$ cat src/rtl/neuron_sweep_scheduler_if.sv
// Neuron index handshake between the sweep scheduler (master) and the neuron-update unit (slave).
// Carries index, valid, last-flag and ready; width follows NEURON_WIDTH.
interface neuron_sweep_scheduler_if #(
    parameter int NEURON_WIDTH = 8
);
    logic [NEURON_WIDTH-1:0] neuron_idx;
    logic                    neuron_valid;
    logic                    neuron_ready;
    logic                    last;

    modport master (
        output neuron_idx,
        output neuron_valid,
        output last,
        input  neuron_ready
    );

    modport slave (
        input  neuron_idx,
        input  neuron_valid,
        input  last,
        output neuron_ready
    );
endinterface

$ cat src/rtl/neuron_sweep_scheduler.sv
// Per-tick neuron index sweeper: issues 0..NUM_NEURONS-1 over valid/ready, then pulses done.
// Latency: tick sampled on a falling edge -> idx 0 valid after that edge; one index per cycle at full ready.
// Backpressure: idx/valid hold while !ready; NEURON_SWEEP_TICK_OVERRUN_EN adds a 1-deep tick queue + overrun flag.
module neuron_sweep_scheduler #(
    parameter int NUM_NEURONS  = 256,
    parameter int NEURON_WIDTH = 8
) (
    input  logic                     clk,
    input  logic                     rst,
    input  logic                     tick,
    output logic                     busy,
    output logic                     done,
    output logic                     tick_overrun,
    neuron_sweep_scheduler_if.master nif
);
    typedef enum logic [1:0] {IDLE, ISSUE, DONE} state_t;

    localparam logic [NEURON_WIDTH-1:0] LAST_IDX = NEURON_WIDTH'(NUM_NEURONS - 1);
    localparam logic [NEURON_WIDTH-1:0] ONE      = NEURON_WIDTH'(1);

    state_t                  state_q, state_d;
    logic [NEURON_WIDTH-1:0] idx_q, idx_d;
`ifdef NEURON_SWEEP_TICK_OVERRUN_EN
    logic pend_q, pend_d;
    logic ovr_q, ovr_d;
`endif

    // State lives on the falling edge so the datapath can sample on the rising edge.
    always_ff @(negedge clk or negedge rst) begin
        if (!rst) begin
            state_q <= IDLE;
            idx_q   <= '1;
`ifdef NEURON_SWEEP_TICK_OVERRUN_EN
            pend_q  <= 1'b0;
            ovr_q   <= 1'b0;
`endif
        end else begin
            state_q <= state_d;
            idx_q   <= idx_d;
`ifdef NEURON_SWEEP_TICK_OVERRUN_EN
            pend_q  <= pend_d;
            ovr_q   <= ovr_d;
`endif
        end
    end

    always_comb begin
        state_d = state_q;
        idx_d   = idx_q;
`ifdef NEURON_SWEEP_TICK_OVERRUN_EN
        pend_d  = pend_q;
        ovr_d   = ovr_q;
`endif
        case (state_q)
            IDLE: begin
                if (tick) begin
                    state_d = ISSUE;
                    idx_d   = idx_q + ONE;
                end
            end
            ISSUE: begin
                if (nif.neuron_ready) begin
                    if (idx_q == LAST_IDX) begin
                        state_d = DONE;
                        idx_d   = '1;
                    end else begin
                        idx_d   = idx_q + ONE;
                    end
                end
`ifdef NEURON_SWEEP_TICK_OVERRUN_EN
                if (tick) begin
                    if (pend_q) ovr_d  = 1'b1;
                    else        pend_d = 1'b1;
                end
`endif
            end
            DONE: begin
                state_d = IDLE;
`ifdef NEURON_SWEEP_TICK_OVERRUN_EN
                // A tick landing in DONE is queued and consumed in the same cycle.
                if (pend_q || tick) begin
                    state_d = ISSUE;
                    idx_d   = idx_q + ONE;
                end
                pend_d = 1'b0;
`endif
            end
            default: begin
                state_d = IDLE;
                idx_d   = '1;
            end
        endcase
    end

    assign busy             = (state_q != IDLE);
    assign done             = (state_q == DONE);
    assign nif.neuron_valid = (state_q == ISSUE);
    assign nif.neuron_idx   = idx_q;
    assign nif.last         = (state_q == ISSUE) && (idx_q == LAST_IDX);
`ifdef NEURON_SWEEP_TICK_OVERRUN_EN
    assign tick_overrun     = ovr_q;
`else
    assign tick_overrun     = 1'b0;
`endif
endmodule
$ cat src/flat_wrapper.sv
// flat-port wrapper written by rule: the top's interface ports become plain ports
module neuron_sweep_scheduler_flat 
#(
    parameter int NUM_NEURONS  = 256,
    parameter int NEURON_WIDTH = 8
)
  (clk, rst, tick, busy, done, tick_overrun, nif_neuron_idx, nif_neuron_valid, nif_last, nif_neuron_ready);
  neuron_sweep_scheduler_if #(.NEURON_WIDTH(NEURON_WIDTH)) nif_i ();
  input  logic clk;
  input  logic rst;
  input  logic tick;
  output logic busy;
  output logic done;
  output logic tick_overrun;
  output wire logic [$bits(nif_i.neuron_idx)-1:0] nif_neuron_idx;
  output wire logic [$bits(nif_i.neuron_valid)-1:0] nif_neuron_valid;
  output wire logic [$bits(nif_i.last)-1:0] nif_last;
  input wire logic [$bits(nif_i.neuron_ready)-1:0] nif_neuron_ready;
  assign nif_neuron_idx = nif_i.neuron_idx;
  assign nif_neuron_valid = nif_i.neuron_valid;
  assign nif_last = nif_i.last;
  assign nif_i.neuron_ready = nif_neuron_ready;
  neuron_sweep_scheduler #(.NUM_NEURONS(NUM_NEURONS), .NEURON_WIDTH(NEURON_WIDTH)) u_core (.clk(clk), .rst(rst), .tick(tick), .busy(busy), .done(done), .tick_overrun(tick_overrun), .nif(nif_i));
endmodule
$ cat config.mk
export PLATFORM = sky130hd
export DESIGN_NAME = neuron_sweep_scheduler_flat
export DESIGN_NICKNAME = d
export VERILOG_FILES = /design/src/rtl/neuron_sweep_scheduler_if.sv /design/src/rtl/neuron_sweep_scheduler.sv /design/src/flat_wrapper.sv
export SDC_FILE = /design/constraint.sdc
export NUM_CORES = 1
export LEC_CHECK = 0
export ABC_AREA = 1
export CORE_MARGIN = 3
export CORE_UTILIZATION = 46
export CTS_BUF_LIST = sky130_fd_sc_hd__clkbuf_8 sky130_fd_sc_hd__clkbuf_16
export CTS_CLUSTER_DIAMETER = 80
export DETAILED_ROUTE_END_ITERATION = 6
export GPL_TIMING_DRIVEN = 0
export PLACE_DENSITY = 0.77
export SETUP_SLACK_MARGIN = 0.2
export SLEW_MARGIN = 20
export SYNTH_ARGS = -nofsm -noshare
export SYNTH_HDL_FRONTEND = slang
export SYNTH_SLANG_ARGS = --single-unit
$ cat constraint.sdc
create_clock -name clk -period 1.6 [get_ports clk]
set_input_delay 0.48 -clock clk [delete_from_list [all_inputs] [get_ports clk]]
set_output_delay 0.48 -clock clk [all_outputs]
set_load 0.1 [all_outputs]
==> results of run 1 <==
per-stage QoR:
step | std cells | setup TNS [ns] | setup slack (ns) | hold WS [ns]
floorplan | 89 | -9.39 | -1.43 | 0.557
global placement | 118 | -31.59 | -1.97 | 0.578
detailed placement | 118 | -31.80 | -1.98 | 0.593
cells by family after synthesis:
kind of cell             after synthesis
AND/OR/NAND/NOR                       57
XOR/XNOR                               1
adder cells (fa/ha/maj)                1
flip-flops                            10
other                                  1
buffers and inverters                 14
AO/OA/AOI/OAI                          5
synth_stat cells:
cell type,number
nand2_1,20
nor2_1,17
nand3_1,12
inv_1,11
dfstp_2,8
dfrtn_1,2
nand2_2,2
nor3_1,2
o21ai_0,2
a21oi_2,1
buf_4,1
buf_6,1
conb_1,1
ha_1,1
inv_2,1
nand3b_1,1
nand4_1,1
nor2_2,1
nor2_4,1
o21ai_1,1
o21bai_1,1
xnor2_1,1
==> results_dict.tcl, run 1 <==
set metrics [dict create \
    die_x_um 43.1 \
    cts_resized 142 \
    cts_setup_buffers 13 \
    ys_ff_latch 10 \
    ys_types 22 \
    num_rows 12 \
    start_util_pct 52.7 \
    cts_made_buffers 3 \
    clock-root-buffer "clkbuf_8" \
    ctsHoldBuffers 0 \
    clk_path_buf_depth 2 \
    synth.yosys.seq_area_share_pct 41.1 \
    syn-mean-instance-area_um2 7.11 \
    synthAdderAreaFrac_pct 1.98 \
    portBuffers 15 \
    synthCells 89 \
    synth_area_leaders "dfstp_2 33%, nand2_1 12%, nor2_1 10%" \
    io_pins 17 \
    stop_stage "clock tree synthesis (4_1_cts)" \
    muxShareOfSynthArea_pct 0 \
    die_h_um 43.1 \
    synth_top_area_share_pct 33.2 \
    yosys.area.top_type "dfstp_2" \
    clock-sinks 10 \
    synth_top_family_by_area "simple AND/OR/NAND/NOR gates" \
    yosysWarnings 0 \
    synth_area_um2 633 \
    error "[ERROR DPL-0038] Utilization greater than 100%, impossible to legalize" \
    syn_nets 94 \
    yosys.area_share.simple_pct 39.9 \
    place_congestion 0.777 \
    outcome "aborted with a tool error" \
    place_hpwl_um 1130 \
    h-tree-depth 1 \
    synth_compound_area_share_pct 4.94 \
    place_area_um2 941 \
    synth_xor_area_share_pct 1.38 \
]
==> run 2, diff against run 1 <==
- CORE_AREA: not set -> 3 3 64 66
- CORE_MARGIN: 3 -> not set
- CORE_UTILIZATION: 46 -> not set
- CTS_BUF_LIST: sky130_fd_sc_hd__clkbuf_8 sky130_fd_sc_hd__clkbuf_16 -> not set
- CTS_CLUSTER_DIAMETER: 80 -> not set
- DIE_AREA: not set -> 0 0 67 69
- PLACE_DENSITY: 0.77 -> not set
- PLACE_DENSITY_LB_ADDON: not set -> 0.15
- SETUP_SLACK_MARGIN: 0.2 -> not set
==> run 2 against run 1 <==
The flow now finishes, with violations (setup timing); area after synthesis stayed put; synthesized cell count stayed put.
==> results_dict.tcl, run 2 <==
set metrics [dict create \
    start_util_pct 17.4 \
    antenna_found_initial 0 \
    grt_usage_pct 10.7 \
    outcome "finished, violations left" \
    syn_nets 94 \
    cp_max_fo 2 \
    critPathBufInv 1 \
    arrival_ns 2.40 \
    cts_tree "yes" \
    place_area_um2 983 \
    hold_ws_ns 0.618 \
    portBuffers 15 \
    synth_top_area_share_pct 33.2 \
    power_density_nw_per_um2 2130 \
    final_common_cell "buf_4" \
    grt_pass1_vias 817 \
    clock-sinks 10 \
    n_fill_cell 382 \
    ys_ff_latch 10 \
    drt_first_pass_iters 3 \
    routed_via_density 4.09 \
    setup_viol 19 \
    syn-mean-instance-area_um2 7.11 \
    drcViolationCount 0 \
    power.total_uw 3150 \
    drt_iter0_markers 12 \
    drive_above_1_share_pct 64.2 \
    cpMostUsedCell "nor2_4" \
    p_leak_uw 0.000669 \
    grt_max_degree 11 \
    synth.most_common_cell "nand2_1" \
    multiInputGateArea_um2 480 \
    vdd_drop_max_uv 1460 \
    cp_slowest_cell "dfstp_4" \
    place_congestion 0.776 \
    seq_area_um2 290 \
    overflow 0 \
    finalClockSkew_ns 0.0581 \
    dieArea_um2 4620 \
    path_cells "ha_4 > nand2_4 > nor2_4 > nand2_2 > nor2_4 > buf_12" \
    place_hpwl_um 1360 \
    synth_common_cells "20 x nand2_1, 17 x nor2_1, 12 x nand3_1" \
    drt-total-wl_um 2180 \
    yosys.area.top_type "dfstp_2" \
    synthCells 89 \
    core-area_um2 3630 \
    h-tree-depth 1 \
    synth_area_um2 633 \
    worstSkewPairLatency_ns 0.32 \
    die_h_um 69 \
    finalInstanceArea_um2 1480 \
    yosysWarnings 0 \
    num_rows 22 \
    synth_flop_cell "dfstp_2" \
    die_x_um 67 \
    grt_first_pass_wirelength_um 3810 \
    hold_path.class "flop to flop" \
    clk_path_buf_depth 2 \
    startpoint_type "flop" \
    clock-root-buffer "clkbuf_8" \
    setup_ws_ns -1.28 \
    final_cells 185 \
    synth_edf_count 0 \
    routedWlPerCell_um 11.8 \
    rsz0062_at_grt "yes" \
    cp_top_family "flip-flops" \
    setup_total_negative_slack_ns -11.72 \
    drv_cap 0 \
    fin_nets 143 \
    vias 756 \
    maxSlewViolCount 0 \
    worstPathRequired_ns 1.12 \
    place_inst 152 \
    critical_path.max_stage_delay_ns 0.62 \
    cts_made_buffers 3 \
    end_kind "primary output" \
    layout_common_cells "17 x buf_4, 14 x inv_1, 14 x buf_12, 12 x nand2_1" \
    clk_pin_slew_worst_paths_ns 0.04 \
    num_antenna_cells 0 \
    failed_checks "setup timing" \
    synth.yosys.seq_area_share_pct 41.1 \
    async_flop_share_pct 100 \
    io_pins 17 \
    ys_types 22 \
    hold_viol 0 \
    criticalPathCategory "flop to primary output" \
    syn_to_final_growth_pct 134 \
    antenna_left 0 \
    largest_register_ffs 8 \
    synth_area_leaders "dfstp_2 33%, nand2_1 12%, nor2_1 10%" \
]
run 2: timing repair:
action,4_1_cts,5_1_grt
setup endpoints to repair,32,22
gates resized for setup,137,24
setup buffers,16,5
pin swaps,7,12
cloned,1,0
endpoints found under the hold margin,0,0
hold buffers,0,0
run 2: worst register-to-register path, cell delays in order, from the launching register on:
cell and delay, ns:
dfstp_4 0.62, buf_4 0.11, buf_6 0.10, buf_4 0.11, nand2_1 0.07, nor2_2 0.17, nand4_1 0.12, nand2_1 0.09
nand3_2 0.07
run 2: final cells by class:
cell class / count / area share (%)
Sequential cell: 10 / 19.6
Clock buffer: 3 / 2.79
Multi-Input combinational cell: 65 / 32.5
Inverter: 11 / 5.16
Clock inverter: 9 / 2.37
Tap cell: 48 / 4.06
Buffer: 2 / 1.27
Timing Repair Buffer: 37 / 32.2
run 2: per-stage QoR:
step                      utilization (%)  worst slack (ns)
after floorplan                         -             -1.43
after global placement               27.1             -2.00
after detailed placement             27.1             -2.00
after CTS                            37.3             -1.28
after global routing                 40.7             -1.34
final                                40.7             -1.28
run 2: path summary, 6_finish.rpt:
check | from | to | slack [ns] | depth (start not counted)
max | u_core.nif.neuron_idx[1]$_DFFE_NN1P_ | nif_last | -1.28 | 6
min in group asynchronous | rst | u_core.state_q[1]$_DFFE_NN0P_ | 0.97 | 1
max in group asynchronous | rst | u_core.nif.neuron_idx[4]$_DFFE_NN1P_ | 0.21 | 1
max reg2reg | u_core.nif.neuron_idx[1]$_DFFE_NN1P_ | u_core.nif.neuron_idx[5]$_DFFE_NN1P_ | 0.06 | 8
min | u_core.nif.neuron_idx[7]$_DFFE_NN1P_ | u_core.nif.neuron_idx[7]$_DFFE_NN1P_ | 0.62 | 2
min reg2reg | u_core.nif.neuron_idx[7]$_DFFE_NN1P_ | u_core.nif.neuron_idx[7]$_DFFE_NN1P_ | 0.62 | 2
run 2: routing by layer:
| metal | GRT usage, % | up-vias | part of all wire (%) |
|---|---|---|---|
| li1 | - | 375 | - |
| met1 | 12.8 | 365 | 41 |
| met2 | 16.4 | 14 | 54 |
| met3 | 4.89 | 2 | 5.1 |
| met4 | 4.28 | 0 | 0.55 |
| met5 | 0 | - | 0 |
run 2: kinds of logic (layout without fill, tap and decap cells):
family,after synthesis,in the layout,synth area share [%]
AO/OA/AOI/OAI,5,5,4.94
XOR/XNOR,1,1,1.38
adder cells (fa/ha/maj),1,1,1.98
buffers and inverters,14,62,10.1
flip-flops,10,10,41.1
other,1,1,0.592
AND/OR/NAND/NOR,57,57,39.9
run 2: power by group:
part / internal (uW) / switching, uW / leakage (uW)
Sequential: 492 / 144 / 0.000113
Combinational: 873 / 1270 / 0.000489
Clock: 199 / 170 / 0.0000681
Total: 1560 / 1590 / 0.000669
Note: power is estimated with default switching activity, not from simulation.
==> run 3, diff against run 2 <==
- MAX_ROUTING_LAYER: not set -> met4
==> run 3 against run 2 <==
The flow still finishes with violations (setup timing); via count is the same; global-route usage grew 0.29 points; sequential power is essentially flat; worst hold slack is essentially flat; sequential cell count is the same; first-iteration DRC count grew 8.3%; worst setup slack is essentially flat; routed wire length grew 0.14%; final cell count is the same; clock skew is essentially flat; combinational power is essentially flat; non-clock buffer count is the same; critical path type unchanged; critical endpoint unchanged.
==> results_dict.tcl, run 3 (synthesis results as in run 2) <==
set metrics [dict create \
    outcome "finished, violations left" \
    failed_checks "setup timing" \
    end_kind "primary output" \
    layout_common_cells "17 x buf_4, 14 x inv_1, 14 x buf_12, 12 x nand2_1" \
    grt_first_pass_wirelength_um 3800 \
    criticalPathCategory "flop to primary output" \
    dieArea_um2 4620 \
    setup_ws_ns -1.28 \
    routed_via_density 4.09 \
    io_pins 17 \
    num_antenna_cells 0 \
    grt_usage_pct 11.0 \
    core-area_um2 3630 \
    finalClockSkew_ns 0.0582 \
    overflow 0 \
    antenna_left 0 \
    setup_viol 19 \
    largest_register_ffs 8 \
    pwr-share-clk_pct 11.7 \
    drt_first_pass_iters 3 \
    clock-root-buffer "clkbuf_8" \
    syn_to_final_growth_pct 134 \
    cts_made_buffers 3 \
    die_x_um 67 \
    rsz0062_at_grt "yes" \
    worstPathRequired_ns 1.12 \
    maxSlewViolCount 0 \
    hold_ws_ns 0.618 \
    clock-sinks 10 \
    drv_cap 0 \
    drcViolationCount 0 \
    cp_slowest_cell "dfstp_4" \
    post-place-ws_ns -2.00 \
    hold_path.class "flop to flop" \
    place_congestion 0.787 \
    start_util_pct 17.4 \
    fin_nets 143 \
    place_hpwl_um 1360 \
    power_density_nw_per_um2 2130 \
    clk_pin_slew_worst_paths_ns 0.04 \
    combPwrFrac_pct 68.1 \
    drt-total-wl_um 2190 \
    cts_tree "yes" \
    cell_internal_pwr_uw 1560 \
    vias 756 \
    p_leak_uw 0.000669 \
    worstSkewPairLatency_ns 0.32 \
    swShare_pct 50.4 \
    clk_path_buf_depth 2 \
    antenna_found_initial 0 \
    final_common_cell "buf_4" \
    vdd_drop_max_uv 1460 \
    cp_max_fo 2 \
    grt_max_degree 11 \
    grt_pass1_vias 818 \
    critical_path.max_stage_delay_ns 0.62 \
    routedWlPerCell_um 11.8 \
    startpoint_type "flop" \
    h-tree-depth 1 \
    hold_viol 0 \
    portBuffers 15 \
    die_h_um 69 \
    drive_above_1_share_pct 64.2 \
    setup_total_negative_slack_ns -11.72 \
    cpMostUsedCell "nor2_4" \
    path_cells "ha_4 > nand2_4 > nor2_4 > nand2_2 > nor2_4 > buf_12" \
    power.switching_uw 1590 \
    drt_iter0_markers 13 \
    seqPwrFrac_pct 20.2 \
    num_rows 22 \
    arrival_ns 2.40 \
]
run 3: cell counts in the layout (fill, tap and decap cells not counted):
No cell type changed its count.
run 3: worst paths after layout:
check	slack, ns	from	end	cells after the start
max	-1.28	u_core.nif.neuron_idx[1]$_DFFE_NN1P_	nif_last	6
min	0.62	u_core.nif.neuron_idx[7]$_DFFE_NN1P_	u_core.nif.neuron_idx[7]$_DFFE_NN1P_	2
max reg2reg	0.06	u_core.nif.neuron_idx[1]$_DFFE_NN1P_	u_core.nif.neuron_idx[5]$_DFFE_NN1P_	8
min reg2reg	0.62	u_core.nif.neuron_idx[7]$_DFFE_NN1P_	u_core.nif.neuron_idx[7]$_DFFE_NN1P_	2
max in group asynchronous	0.21	rst	u_core.nif.neuron_idx[4]$_DFFE_NN1P_	1
min in group asynchronous	0.97	rst	u_core.state_q[1]$_DFFE_NN0P_	1
run 3: stage by stage:
stage	std cells	utilization [%]	instance area, um2	total power, uW
global placement	152	27.1	983	2100
floorplan	89	-	773	1810
detailed placement	152	27.1	983	2110
CTS	180	37.3	1360	2970
global route	185	40.7	1480	3340
finish	185	40.7	1480	3150
run 3: per-layer routing:
metal | GRT usage, % | share of wire, %
met1 | 12.6 | 40
met2 | 16.4 | 53
met3 | 5.21 | 5.7
met4 | 4.28 | 0.59
met5 | - | 0
run 3: area by class of cell:
type / instances / area (um2)
fillers: 382 / 2150
multi-input cells: 65 / 480
repair buffers: 37 / 477
flip-flops and latches: 10 / 290
inverters: 11 / 76.3
well taps: 48 / 60.1
clock buffers: 3 / 41.3
clock inverters: 9 / 35.0
plain buffers: 2 / 18.8
run 3: what timing repair did:
action | in CTS | in global routing
resized for setup | 137 | 24
pin swaps | 7 | 12
hold buffers | 0 | 0
gates cloned | 1 | 0
endpoints found under the setup margin | 32 | 22
buffers inserted | 16 | 5
run 3: worst max-delay path, delay by kind of cell, from the launching register on:
kind / cells / cell delay [ns]
buffers and inverters: 1 / 0.18
DFF: 1 / 0.62
adders and majority gates: 1 / 0.14
and+or+nand+nor: 4 / 0.33
run 3: power by group through the flow:
stage / Clock [uW] / Sequential, uW / Combinational [uW]
3_5_place_dp: 34.4 / 648 / 1430
5_1_grt: 419 / 655 / 2260
4_1_cts: 383 / 633 / 1950
2_1_floorplan: 34.4 / 1350 / 427
6_report: 369 / 636 / 2150
3_3_place_gp: 34.4 / 649 / 1420
==> run 4, diff against run 3 <==
- HOLD_SLACK_MARGIN: not set -> 0.08
- SETUP_SLACK_MARGIN: not set -> 0.02
==> run 4 against run 3 <==
The run still ends with setup timing left; sequential power barely moved; clock skew barely moved; clock-buffer cell count did not move; combinational power barely moved; first-iteration DRC count rose by 7.7%; register-to-register slack barely moved; via count rose by 0.53%; global-route usage rose by 0.17 points; largest power group unchanged.
==> results_dict.tcl, run 4 (synthesis results as in run 2) <==
set metrics [dict create \
    routedWlPerCell_um 11.9 \
    drcViolationCount 0 \
    drt_iter0_markers 14 \
    maxSlewViolCount 0 \
    cp_max_fo 2 \
    startpoint_type "flop" \
    finalInstanceArea_um2 1480 \
    fin_nets 144 \
    grt_pass1_vias 827 \
    die_x_um 67 \
    criticalPathCategory "flop to primary output" \
    io_pins 17 \
    largest_register_ffs 8 \
    clk_path_buf_depth 2 \
    place_inst 152 \
    vdd_drop_max_uv 1460 \
    h-tree-depth 1 \
    num_rows 22 \
    cp_top_family "flip-flops" \
    seqPwrFrac_pct 20.2 \
    num_antenna_cells 0 \
    routed_via_density 4.09 \
    p_leak_uw 0.000670 \
    end_kind "primary output" \
    syn_to_final_growth_pct 133 \
    arrival_ns 2.39 \
    setup_total_negative_slack_ns -11.74 \
    swShare_pct 50.4 \
    clock-root-buffer "clkbuf_8" \
    outcome "finished, violations left" \
    place_congestion 0.787 \
    drv_cap 0 \
    place_hpwl_um 1360 \
    power.switching_uw 1590 \
    setup_ws_ns -1.27 \
    drt_first_pass_iters 4 \
    start_util_pct 17.4 \
    cts_tree "yes" \
    layout_common_cells "17 x buf_4, 14 x inv_1, 14 x buf_12, 12 x nand2_1" \
    worstPathRequired_ns 1.12 \
    grt_first_pass_wirelength_um 3860 \
    final_common_cell "buf_4" \
    clk_pin_slew_worst_paths_ns 0.04 \
    clock-sinks 10 \
    drt-total-wl_um 2210 \
    cell_internal_pwr_uw 1560 \
    overflow 0 \
    grt_usage_pct 11.2 \
    hold_path.class "flop to flop" \
    hold_viol 0 \
    failed_checks "setup timing" \
    pwr-share-clk_pct 11.7 \
    core-area_um2 3630 \
    grt_max_degree 11 \
    finalClockSkew_ns 0.0583 \
    cp_slowest_cell "dfstp_4" \
    cpMostUsedCell "nor2_4" \
    rsz0062_at_grt "yes" \
    antenna_found_initial 0 \
    final_cells 186 \
    vias 760 \
    critPathBufInv 1 \
    portBuffers 15 \
    place_area_um2 983 \
    path_cells "ha_4 > nand2_4 > nor2_4 > nand2_2 > nor2_4 > buf_12" \
    combPwrFrac_pct 68.2 \
    setup_viol 20 \
    die_h_um 69 \
    cts_made_buffers 3 \
    antenna_left 0 \
    dieArea_um2 4620 \
    worstSkewPairLatency_ns 0.32 \
    drive_above_1_share_pct 63.0 \
    power_density_nw_per_um2 2140 \
    critical_path.max_stage_delay_ns 0.62 \
]
[run 4: changes by cell type in the layout (fill, tap and decap cells not counted), sizes merged]
cell / before / now
buf: 38 / 39
[run 4: repair_timing]
item / in CTS / in global routing
setup endpoints to repair: 32 / 22
buffers inserted: 16 / 6
cloned: 1 / 0
pin swaps: 10 / 11
gates resized for setup: 140 / 19
hold buffers: 0 / 0
[run 4: final timing paths]
path	from	end	slack, ns	cells past startpoint
setup / recovery	u_core.nif.neuron_idx[1]$_DFFE_NN1P_	nif_last	-1.27	6
hold / removal	u_core.nif.neuron_idx[7]$_DFFE_NN1P_	u_core.nif.neuron_idx[7]$_DFFE_NN1P_	0.62	2
setup reg to reg	u_core.nif.neuron_idx[1]$_DFFE_NN1P_	u_core.nif.neuron_idx[5]$_DFFE_NN1P_	0.06	8
hold reg to reg	u_core.nif.neuron_idx[7]$_DFFE_NN1P_	u_core.nif.neuron_idx[7]$_DFFE_NN1P_	0.62	2
max in group asynchronous	rst	u_core.nif.neuron_idx[4]$_DFFE_NN1P_	0.21	1
min in group asynchronous	rst	u_core.state_q[1]$_DFFE_NN0P_	0.97	1
[run 4: worst register-to-register path: stages, from the launching register on]
cell,delay (ns)
dfstp_4,0.62
buf_4,0.11
buf_6,0.10
buf_4,0.12
nand2_1,0.07
nor2_2,0.17
nand4_1,0.12
nand2_1,0.09
nand3_2,0.07
[run 4: per-layer routing]
layer	track usage (%)	part of all wire [%]
met5	-	0
met4	4.28	0.59
met3	5.21	5.8
met2	16.8	55
met1	12.7	39
[run 4: layout make-up]
type	count	area (um2)
Fill cell	376	2160
Timing Repair Buffer	38	488
Multi-Input combinational cell	65	465
Sequential cell	10	290
Inverter	11	76.3
Tap cell	48	60.1
Clock buffer	3	41.3
Clock inverter	9	35.0
Buffer	2	18.8
[run 4: power groups by stage]
| stage | Sequential (uW) | Clock, uW | Combinational, uW |
|---|---|---|---|
| floorplan | 1350 | 34.4 | 427 |
| global placement | 649 | 34.4 | 1420 |
| detailed placement | 648 | 34.4 | 1430 |
| CTS | 633 | 383 | 1970 |
| global route | 655 | 418 | 2260 |
| finish | 636 | 367 | 2150 |
[run 4: per-stage QoR]
step	util (%)	power (uW)	hold slack, ns	setup WS (ns)
2_1_floorplan	-	1810	0.557	-1.43
3_3_place_gp	27.1	2100	0.592	-2.00
3_5_place_dp	27.1	2110	0.603	-2.00
4_1_cts	37.6	2980	0.623	-1.28
5_1_grt	40.6	3330	0.649	-1.32
6_report	40.6	3150	0.618	-1.27
